===== src/rtl/pipelined_addsub.sv =====
// pipelined_addsub: WIDTH-bit adder/subtractor, carry chain split into STAGES registered segments
// Ports: clk, rst (synchronous, active-high)
//        in_valid/in_ready, inputA, inputB, sub (0 = A+B, 1 = A-B) : operand handshake
//        out_valid/out_ready, p_0[WIDTH:0]                      : result handshake, p_0[WIDTH] = carry-out
// Optional: define PIPELINED_ADDSUB_OVF_EN to add ovf, the signed overflow flag registered with p_0.
module pipelined_addsub #(
    parameter int WIDTH  = 8,
    parameter int STAGES = 2
) (
    input  logic             clk,
    input  logic             rst,
    input  logic             in_valid,
    output logic             in_ready,
    input  logic [WIDTH-1:0] inputA,
    input  logic [WIDTH-1:0] inputB,
    input  logic             sub,
    output logic             out_valid,
    input  logic             out_ready,
    output logic [WIDTH:0]   p_0
`ifdef PIPELINED_ADDSUB_OVF_EN
    ,
    output logic             ovf
`endif
);
    localparam int SEG = WIDTH / STAGES;

    logic [WIDTH-1:0] a_q   [STAGES];
    logic [WIDTH-1:0] b_q   [STAGES];
    logic [WIDTH-1:0] sum_q [STAGES];
    logic             cy_q  [STAGES];
    logic             vld_q [STAGES];
    logic             stall;

    // The whole pipe freezes on a blocked output; bubbles are kept, not collapsed.
    assign stall     = vld_q[STAGES-1] && !out_ready;
    assign in_ready  = !stall;
    assign out_valid = vld_q[STAGES-1];
    assign p_0       = {cy_q[STAGES-1], sum_q[STAGES-1]};

    for (genvar s = 0; s < STAGES; s++) begin : g_stage
        logic [WIDTH-1:0] a_i, b_i, sum_i, a_d, b_d, sum_d;
        logic             cy_i, vld_i, cy_d, vld_d;
        logic [SEG:0]     seg;
        if (s == 0) begin : g_in
            // Subtraction is A + ~B + 1: invert B and feed sub as the carry-in.
            assign a_i   = inputA;
            assign b_i   = inputB ^ {WIDTH{sub}};
            assign sum_i = '0;
            assign cy_i  = sub;
            assign vld_i = in_valid;
        end else begin : g_in
            assign a_i   = a_q[s-1];
            assign b_i   = b_q[s-1];
            assign sum_i = sum_q[s-1];
            assign cy_i  = cy_q[s-1];
            assign vld_i = vld_q[s-1];
        end
        always_comb begin
            seg                 = {1'b0, a_i[s*SEG +: SEG]} + {1'b0, b_i[s*SEG +: SEG]} + {{SEG{1'b0}}, cy_i};
            sum_d               = sum_i;
            sum_d[s*SEG +: SEG] = seg[SEG-1:0];
            cy_d                = seg[SEG];
            a_d                 = a_i;
            b_d                 = b_i;
            vld_d               = vld_i;
        end
        always_ff @(posedge clk) begin
            if (rst) begin
                vld_q[s] <= 1'b0;
                cy_q[s]  <= 1'b0;
                sum_q[s] <= '0;
            end else if (!stall) begin
                vld_q[s] <= vld_d;
                cy_q[s]  <= cy_d;
                sum_q[s] <= sum_d;
                a_q[s]   <= a_d;
                b_q[s]   <= b_d;
            end
        end
`ifdef PIPELINED_ADDSUB_OVF_EN
        if (s == STAGES - 1) begin : g_ovf
            logic ovf_d, ovf_q;
            // Carry into the MSB is recovered from the MSB sum bit and its two operand bits.
            always_comb ovf_d = cy_d ^ a_i[WIDTH-1] ^ b_i[WIDTH-1] ^ sum_d[WIDTH-1];
            always_ff @(posedge clk) begin
                if (rst)         ovf_q <= 1'b0;
                else if (!stall) ovf_q <= ovf_d;
            end
            assign ovf = ovf_q;
        end
`endif
    end
endmodule


===== config.mk =====
export PLATFORM = sky130hd
export DESIGN_NAME = pipelined_addsub
export DESIGN_NICKNAME = d
export VERILOG_FILES = /design/src/rtl/pipelined_addsub.sv
export SDC_FILE = /design/constraint.sdc
export NUM_CORES = 1
export LEC_CHECK = 0
export ABC_AREA = 0
export CORE_ASPECT_RATIO = 0.75
export CORE_UTILIZATION = 43
export DETAILED_ROUTE_END_ITERATION = 10
export GPL_TIMING_DRIVEN = 1
export PLACE_DENSITY = 0.86
export SYNTH_ARGS = -nofsm -noshare
export SYNTH_HDL_FRONTEND = slang
export SYNTH_SLANG_ARGS = --single-unit

===== constraint.sdc =====
create_clock -name clk -period 1.5 [get_ports clk]
set_input_delay 0.225 -clock clk [delete_from_list [all_inputs] [get_ports clk]]
set_output_delay 0.225 -clock clk [all_outputs]
set_load 0.05 [all_outputs]

==> results_dict.tcl, run 1 <==
set metrics [dict create \
    outcome "finished, violations left" \
    violations "setup timing" \
    layout_worst_path_cycle_share_pct 109 \
    worst_setup_path_start_kind "flip-flop" \
    synth_top_flop_cell "edfxtp_1" \
    critical_path_peak_fanout 2 \
    seqCellArea_sq_um 721 \
    tritoncts.num_buffers 3 \
    placed_cells 160 \
    syn_to_final_growth_pct 39.1 \
    hold_path_depth 4 \
    mappedNetlistArea_sq_um 1210 \
    yosysUniqueCellTypes 24 \
    yosys-top-cells-count "edfxtp_1, and3_1, xor2_1" \
    drt-total-wl_mm 2.04 \
    worstPathRequired_ns 1.61 \
    worst_hold_path.endpoint "sum_q[0][0]" \
    yosysTopAreaCellShare_pct 59.7 \
    maxSlewViolCount 0 \
    global_route_wire_length_before_repair_mm 3.19 \
    synthCells 85 \
    criticalPathCategory "reg -> reg" \
    synth_async_sr_flop_share_pct 0 \
    rr_worst_depth 5 \
    overflow 0 \
    clock_power_share_pct 21.7 \
    crit-reg2reg-capture "sum_q[1][7]" \
    master_cell_of_the_clock_root_buffer "clkbuf_8" \
    io_buffers 31 \
    grt_usage_pct 14.1 \
    timing.reg2reg.setup_slack_ns -0.13 \
    p_int_mw 1.23 \
    cts.htree.levels 1 \
    netSwitchingPower_mw 0.485 \
    fin_worst_skew_ns 0.00426 \
    die-height_um 47.9 \
    yosys_register_bits 24 \
    design.die.area_sq_um 3030 \
    placementRows 16 \
    critical_path.cell_chain "fa_2 > buf_4 > a21o_1 > a21oi_2 > mux2i_1" \
    synth_nets 115 \
    synth.yosys.warnings 0 \
    die_width_um 63.2 \
    combinationalPowerShare_pct 28.7 \
    clock_sink_count 24 \
    max_cap_violations 0 \
    syn-mean-instance-area_sq_um 14.2 \
    report.final.hold_viol_count 0 \
    layoutNonFillerInstCount 165 \
    pin_count_of_the_biggest_net_entering_global_routing 14 \
    power-per-cell-area_nw_per_um2 1020 \
    synth.area.top_cells "edfxtp_1, ha_1, xor2_1" \
    drt_pre_antenna_iters 4 \
    finalSetupViolCount 4 \
    place_hpwl_mm 1.57 \
    io-pin-count 32 \
    finish.net_count 160 \
    hold_path_class "in -> reg" \
    dr_wl_cell_um 12.3 \
    cts_tree "yes" \
    synth_largest_area_cell "edfxtp_1" \
    multi_input_logic_area_sq_um 467 \
    core_region_area_sq_um 2640 \
    post-synth-top-count-cell "edfxtp_1" \
    cp_slowest_cell "edfxtp_1" \
    grt_antenna_before_repair 0 \
    synth_enable_flop_cells 24 \
    insertedDiodeCount 0 \
    slew_headroom_pct 81.4 \
    detail_route.vias_per_cell 4.81 \
    period_minus_slack_ns 1.63 \
    nFillCells 233 \
    share_of_post_route_cells_with_drive_strength_above_1_pct 31.8 \
    worst_slack_ns -0.134 \
    timing.hold.worst.start "inputB[0]" \
    p_seq_share_pct 49.6 \
    floorplan.initialDensity_pct 45.7 \
    worst_r2r_startpoint "cy_q[0]" \
    irDropWorstVdd_uv 409 \
    drt_iter0_drc 15 \
    holdBufCountCts 0 \
    cts.reportedPaths.clkPinSlew_ns 0.08 \
    finalWeightedCongestion 0.767 \
    drc_errors 0 \
    postLayoutCoreUtil_pct 63.5 \
    grt_pass1_vias 762 \
    fmax_mhz 612 \
    drtAntennaViolNets 0 \
    routed-via-count 794 \
    netSwitchingFraction_pct 28.4 \
    critPathCaptureType "flip-flop" \
    later_pin_clock_latency_in_the_skew_report_ns 0.26 \
    clk_path_buf_depth 2 \
    max_stage_delay_ns 0.42 \
    worst_ep_arrival_time_ns 1.75 \
    synth.yosys.seq_area_share_pct 59.7 \
    rsz0062_at_grt "yes" \
    tightestPinTransition_ns 0.279 \
    power.static_leakage_nw 0.750 \
]
-- area by class of cell --
type	instances	area share (%)
clock buffers	3	2.46
multi-input cells	51	27.8
inverters	6	1.34
clock inverters	1	0.224
flip-flops and latches	24	42.9
repair buffers	44	22.6
well taps	36	2.68
-- stage by stage --
step / hold WS (ns) / setup slack, ns / total power [mW] / TNS [ns] / area, sq um
after global placement: 0.532 / -0.488 / 1.32 / -2.94 / 1620
after detailed placement: 0.540 / -0.526 / 1.34 / -3.33 / 1620
final: 0.432 / -0.134 / 1.71 / -0.266 / 1680
after floorplan: 0.324 / -0.0773 / 1.17 / -0.0846 / 1230
after global routing: 0.471 / -0.186 / 1.79 / -0.534 / 1680
after CTS: 0.514 / -0.0701 / 1.71 / -0.161 / 1680
-- layer usage --
layer	GRT usage, %	wire length [um]	vias up	share of wire, %
met5	0	0	-	0
met4	8.18	47	0	2.3
met3	2.62	143	6	7.0
met2	26.5	1020	44	50
met1	16.1	826	358	41
li1	-	-	386	-
-- what timing repair did --
action | CTS | global route
gates resized for setup | 13 | 4
pin swaps | 6 | 5
setup endpoints to repair | 8 | 6
setup buffers | 0 | 1
-- kinds of logic (layout without fill, tap and decap cells) --
family,after synthesis,count (layout),share of synthesized area [%]
mux,3,3,2.90
fa+ha+maj,9,9,11.2
buf+inv,10,54,4.14
flops,24,24,59.7
compound gates,8,8,5.28
xor+xnor,9,9,6.53
simple gates,22,22,10.3
-- power by group through the flow --
stage / Clock (mW) / Sequential [mW] / Combinational [mW]
finish: 0.371 / 0.849 / 0.490
global route: 0.408 / 0.860 / 0.525
CTS: 0.374 / 0.849 / 0.483
detailed placement: 0 / 0.864 / 0.475
global placement: 0 / 0.860 / 0.459
floorplan: 0 / 0.974 / 0.194
-- worst max-delay path by stage --
stage	depth (start not counted)	startpoint	end
2_1_floorplan	6	sub	cy_q[0]
3_3_place_gp	6	inputB[0]	cy_q[0]
3_5_place_dp	6	inputB[0]	cy_q[0]
4_1_cts	6	b_q[0][4]	cy_q[1]
5_1_grt	6	cy_q[0]	cy_q[1]
6_report	5	cy_q[0]	sum_q[1][7]
-- cells in the final DEF, fill, tap and decap left out, types with 2 or more instances in the layout --
| cell | count |
|---|---|
| clkdlybuf4s50_1 | 15 |
| and3_1 | 8 |
| mux2i_1 | 2 |
| nand2b_2 | 2 |
| a21oi_2 | 2 |
| inv_1 | 5 |
| buf_4 | 23 |
| edfxtp_1 | 24 |
| xnor2_1 | 2 |
| clkbuf_8 | 3 |
| fa_2 | 3 |
| dlygate4sd2_1 | 3 |
| nand3b_1 | 2 |
| ha_1 | 6 |
| xor2_1 | 6 |
| nand3_1 | 2 |
| nor2_1 | 4 |
| a21o_1 | 3 |
-- worst max-delay path: cells and delay by family (launching register included) --
kind / cells / cell delay (ns)
adders and majority gates: 1 / 0.42
DFF: 1 / 0.42
AOI/OAI and AO/OA: 2 / 0.31
buffers and inverters: 1 / 0.15
muxes: 1 / 0.20
-- state kept, by name, summed over array words and instances, names as in the netlist --
name,flops
sum_q,12
a_q,4
b_q,4
cy_q,2
vld_q,2
Power figures use the tool's default switching activity.
==> run 2, diff against run 1 <==
Settings changed: MAX_ROUTING_LAYER set to met4.
==> results of run 2 <==
No change in the layout: final DEF, timing and power equal those of run 1.
Main changes from that run: final weighted congestion in routability-driven placement 0.767 -> 0.778; overall routing resource usage 14.1% -> 14.6%
==> patch 1: new RTL, config.mk and constraints of run 2 <==
Add a define of `PIPELINED_ADDSUB_OVF_EN`.
--- a/src/rtl/pipelined_addsub.sv
+++ b/src/rtl/pipelined_addsub.sv
@@ -3,6 +3,8 @@
 //        in_valid/in_ready, inputA, inputB, sub (0 = A+B, 1 = A-B) : operand handshake
 //        out_valid/out_ready, p_0[WIDTH:0]                      : result handshake, p_0[WIDTH] = carry-out
 // Optional: define PIPELINED_ADDSUB_OVF_EN to add ovf, the signed overflow flag registered with p_0.
+`define PIPELINED_ADDSUB_OVF_EN
+
 module pipelined_addsub #(
     parameter int WIDTH  = 8,
     parameter int STAGES = 2
Check against the original RTL (old outputs only; new: ovf): equivalent (equiv_simple and equiv_induct, registers matched by name and starting in step).
==> patch 1 against run 2 <==
  * The flow still finishes with violations (setup timing)
  * Sequential cell count is 1 higher
  * Area after synthesis grew 2.2%
  * Routed wire length fell by 0.15%
  * Global-route usage increased by 0.75 points
  * Largest power group unchanged
  * Cell area rose by 6.4%
  * Clock power rose by 4%
  * Highest routed layer unchanged
  * Total power increased by 11%
  * Largest cell class unchanged
  * Worst setup slack lost 0.26 ns
  * Critical path type unchanged
==> patch 1: results (changes against run 2) <==
[metrics] # Post-CTS Setup Buffers: 3 (was 0)
[metrics] Pleak: 0.784 nW (was 0.750 nW)
[metrics] Resize count post-CTS: 9 (was 13)
[metrics] Final Cell Area: 1790 sq um (was 1680 sq um)
[metrics] violated checks: setup timing (unchanged)
[metrics] FF-to-FF path depth: 9 (was 5)
[metrics] capture point of the critical path: sum_q[1][6]$_SDFFCE_PN0P_ (was sum_q[1][7]$_SDFFCE_PN0P_)
[metrics] final setup violation count: 5 (was 4)
[metrics] run status: complete, but fails checks (unchanged)
[metrics] number of detailed-routing iterations run before antenna repair: 3 (was 4)
[metrics] met1 global-route usage: 16.9% (was 16.1%)
[metrics] clock skew: 0.00581 ns (was 0.00426 ns)
[metrics] met3 track demand over resource in global routing: 4.25% (was 2.62%)
[metrics] met2 usage in global routing: 26.1% (was 26.5%)
[metrics] Final Worst Setup Slack: -0.394 ns (was -0.134 ns)
[metrics] fraction of layout cells with a size suffix above 1: 35.5% (was 31.8%)
[metrics] total sequential power: 0.896 mW (was 0.849 mW)
[metrics] average wire per standard cell: 11.7 um (was 12.3 um)
[metrics] maximum number of pins on one net before global-route repair: 17 (was 14)
[metrics] reg-to-reg endpoint: sum_q[1][6]$_SDFFCE_PN0P_ (was sum_q[1][7]$_SDFFCE_PN0P_)
[metrics] count of buffers from port buffering: 32 (was 31)
[metrics] final RePlAce weighted congestion: 0.753 (was 0.778)
[metrics] NumNets Final: 169 (was 160)
[metrics] data arrival time of the worst path: 1.93 ns (was 1.75 ns)
[metrics] count of filler cells inserted in the layout: 221 (was 233)
[metrics] global-route usage over all layers: 15.4% (was 14.6%)
[metrics] post-detail-place hpwl: 1590 um (was 1570 um)
[metrics] cell family with the largest share of critical-path delay: adder cells (was flip-flops)
-- patch 1: changes by cell type after synthesis, sizes merged, moves of 4 or more --
cell,delta
and2,+9
and3,-8
nor2,+6
xor2,+4
-- patch 1: worst min path at each step --
stage                           startpoint                   to  slack, ns  cells after the start
after global placement    ovf$_SDFFE_PP0N_     ovf$_SDFFE_PP0N_       0.49                      2
after floorplan                        rst     ovf$_SDFFE_PP0N_       0.30                      1
after global routing                   sub  b_q[0][6]$_DFFE_PP_       0.49                      3
after detailed placement  ovf$_SDFFE_PP0N_     ovf$_SDFFE_PP0N_       0.51                      2
after CTS                        inputA[5]  a_q[0][5]$_DFFE_PP_       0.51                      1
final                                  sub  b_q[0][4]$_DFFE_PP_       0.48                      3
-- patch 1: kinds of logic (layout without fill, tap and decap cells) --
family                   Yosys count  count (layout)  synth area share [%]
flip-flops                        25              25                  60.0
buffers and inverters              7              57                  3.14
XOR/XNOR                          15              15                  10.6
adder cells (fa/ha/maj)            9               9                  11.0
multiplexers                       1               1                  1.22
AND/OR/NAND/NOR                   23              23                  9.64
AO/OA/AOI/OAI                      8               8                  4.36
-- patch 1: area by class of cell --
| class | count | area share [%] |
|---|---|---|
| clock buffer | 3 | 2.31 |
| clock inverter | 1 | 0.280 |
| inverter | 4 | 1.05 |
| multi-input combinational | 56 | 27.9 |
| sequential | 25 | 41.5 |
| tap | 36 | 2.52 |
| timing repair buffer | 49 | 24.4 |
-- patch 1: routing by layer --
metal	up-vias	wire (um)	share of wire (%)
li1	395	-	-
met1	356	819	40
met2	31	1040	51
met3	5	135	6.6
met4	0	37	1.8
met5	-	0	0
-- patch 1: worst min-delay path, delay by kind of cell --
family / cells / cell delay, ns
xor+xnor: 1 / 0.06
buf+inv: 2 / 0.30
==> patch 2: new RTL, flow settings as in run 2 <==
Made on the original files. Set the parameter `STAGES` to 4 (it was 2).
--- a/src/rtl/pipelined_addsub.sv
+++ b/src/rtl/pipelined_addsub.sv
@@ -5,7 +5,7 @@
 // Optional: define PIPELINED_ADDSUB_OVF_EN to add ovf, the signed overflow flag registered with p_0.
 module pipelined_addsub #(
     parameter int WIDTH  = 8,
-    parameter int STAGES = 2
+    parameter int STAGES = 4
 ) (
     input  logic             clk,
     input  logic             rst,
Formal check against the unedited RTL: not equivalent (Yosys sat finds a counterexample within 4 cycles, from zero or initial values).
==> patch 2 against run 2 <==
  * Sequential cell count grew 28
  * Critical path type unchanged
  * Area after synthesis grew 84%
  * Cell area grew 64%
  * Worst setup slack lost 0.038 ns
  * Total power grew 81%
  * Routed wire length grew 40%
  * The run still ends with setup timing left
  * Critical path depth is the same
  * Sequential power grew 110%
  * Largest cell class unchanged
==> patch 2: results (changes against run 2) <==
[metrics] run status: complete, but fails checks (unchanged)
[metrics] violated checks: setup timing (unchanged)
[metrics] met3 track demand over resource in global routing: 4.13% (was 2.62%)
[metrics] count of sequential standard cells: 52 (was 24)
[metrics] leading registers by flop count: sum_q: 20 flops, a_q: 12 flops, b_q: 12 flops (was sum_q: 12 flops, a_q: 4 flops, b_q: 4 flops)
[metrics] NetSw: 0.680 mW (was 0.485 mW)
[metrics] post-detail-place hpwl: 2050 um (was 1570 um)
[metrics] Pleak: 1.06 nW (was 0.750 nW)
[metrics] reg-to-reg endpoint: sum_q[3][7]$_SDFFCE_PN0P_ (was sum_q[1][7]$_SDFFCE_PN0P_)
[metrics] number of placed instances, taps included: 216 (was 160)
[metrics] nets in the synthesized netlist: 150 (was 115)
[metrics] final setup violation count: 3 (was 4)
[metrics] total area of multi-input combinational cells: 572 sq um (was 467 sq um)
[metrics] Resize count post-CTS: 5 (was 13)
[metrics] multi-input gates: 47 (was 51)
[metrics] average wire per standard cell: 12.7 um (was 12.3 um)
[metrics] slew margin rel.: 88.1% (was 81.4%)
[metrics] class of the worst hold path: reg2reg (was in2reg)
[metrics] Plain + repair buffers: 42 (was 44)
[metrics] final RePlAce weighted congestion: 0.687 (was 0.778)
[metrics] critical-path maximum fanout: 1 (was 2)
[metrics] number of distinct library cells after synthesis: 15 (was 24)
[metrics] pre-CTS worst setup slack: -0.268 ns (was -0.526 ns)
[metrics] synthesized area per cell: 18.2 sq um (was 14.2 sq um)
[metrics] hold path depth: 0 (was 4)
[metrics] crit path max-delay cell type: sky130_fd_sc_hd__fa_1 (was sky130_fd_sc_hd__edfxtp_1)
[metrics] leading post-synthesis cells by instance count: sky130_fd_sc_hd__edfxtp_1 (52), sky130_fd_sc_hd__nor3b_2 (20), sky130_fd_sc_hd__inv_1 (15) (was sky130_fd_sc_hd__edfxtp_1 (24), sky130_fd_sc_hd__and3_1 (8), sky130_fd_sc_hd__xor2_1 (7))
[metrics] global-route usage over all layers: 12.3% (was 14.6%)
[metrics] data arrival time of the worst path: 1.73 ns (was 1.75 ns)
[metrics] first-pass GRT wire length: 4880 um (was 3190 um)
[metrics] area used by sequential logic in the layout: 1560 sq um (was 721 sq um)
[metrics] Synth area leaders: sky130_fd_sc_hd__edfxtp_1 (70%), sky130_fd_sc_hd__nor3b_2 (11%), sky130_fd_sc_hd__fa_1 (6.3%) (was sky130_fd_sc_hd__edfxtp_1 (60%), sky130_fd_sc_hd__ha_1 (6.2%), sky130_fd_sc_hd__xor2_1 (5.1%))
[metrics] Final Worst Setup Slack: -0.172 ns (was -0.134 ns)
[metrics] total wire length: 2840 um (was 2040 um)
[metrics] Setup Total Neg Slack: -0.345 ns (was -0.266 ns)
[metrics] Vias per Instance: 4.59 (was 4.81)
[metrics] Max H-tree Level: 2 (was 1)
[metrics] cell family with the largest share of critical-path delay: adder cells (was flip-flops)
[metrics] # clk buffers: 5 (was 3)
## patch 2: cell count changes after synthesis, sizes merged, moves of 4 or more
cell           run 2  this run
and3               8         0
buf                3         8
nor3b              0        20
ha                 6         0
inv                6        15
fa                 3         7
nor3               1         8
edfxtp            24        52
## patch 2: cells by family after synthesis
family                   count (synthesis)  share of synthesized area [%]
XOR/XNOR                                 8                           3.15
adder cells (fa/ha/maj)                  7                           6.30
AND/OR/NAND/NOR                         31                           14.3
buffers and inverters                   23                           5.51
flip-flops                              52                           70.2
multiplexers                             1                          0.450
## patch 2: stage by stage
step | total power [mW] | cell area, sq um
final | 3.09 | 2750
after CTS | 3.11 | 2740
after detailed placement | 2.18 | 2630
after global routing | 3.21 | 2750
after global placement | 2.16 | 2630
after floorplan | 2.03 | 2240
## patch 2: metal layers
| metal | wire (um) | share of wire [%] |
|---|---|---|
| met5 | 0 | 0 |
| met4 | 43 | 1.5 |
| met3 | 162 | 5.7 |
| met2 | 1420 | 50 |
| met1 | 1220 | 43 |
## patch 2: how the worst max path moves through the flow
stage                          start                        end  slack (ns)  depth (start not counted)
2_1_floorplan     vld_q[3]$_DFFE_PP_        a_q[0][2]$_DFFE_PP_       -0.22                          3
3_3_place_gp               inputB[0]  sum_q[0][1]$_SDFFCE_PN0P_       -0.22                          4
3_5_place_dp               inputB[0]  sum_q[0][1]$_SDFFCE_PN0P_       -0.27                          4
4_1_cts          b_q[2][6]$_DFFE_PP_  sum_q[3][7]$_SDFFCE_PN0P_       -0.16                          5
5_1_grt        cy_q[2]$_SDFFCE_PN0P_  sum_q[3][7]$_SDFFCE_PN0P_       -0.22                          5
6_report       cy_q[2]$_SDFFCE_PN0P_  sum_q[3][7]$_SDFFCE_PN0P_       -0.17                          5
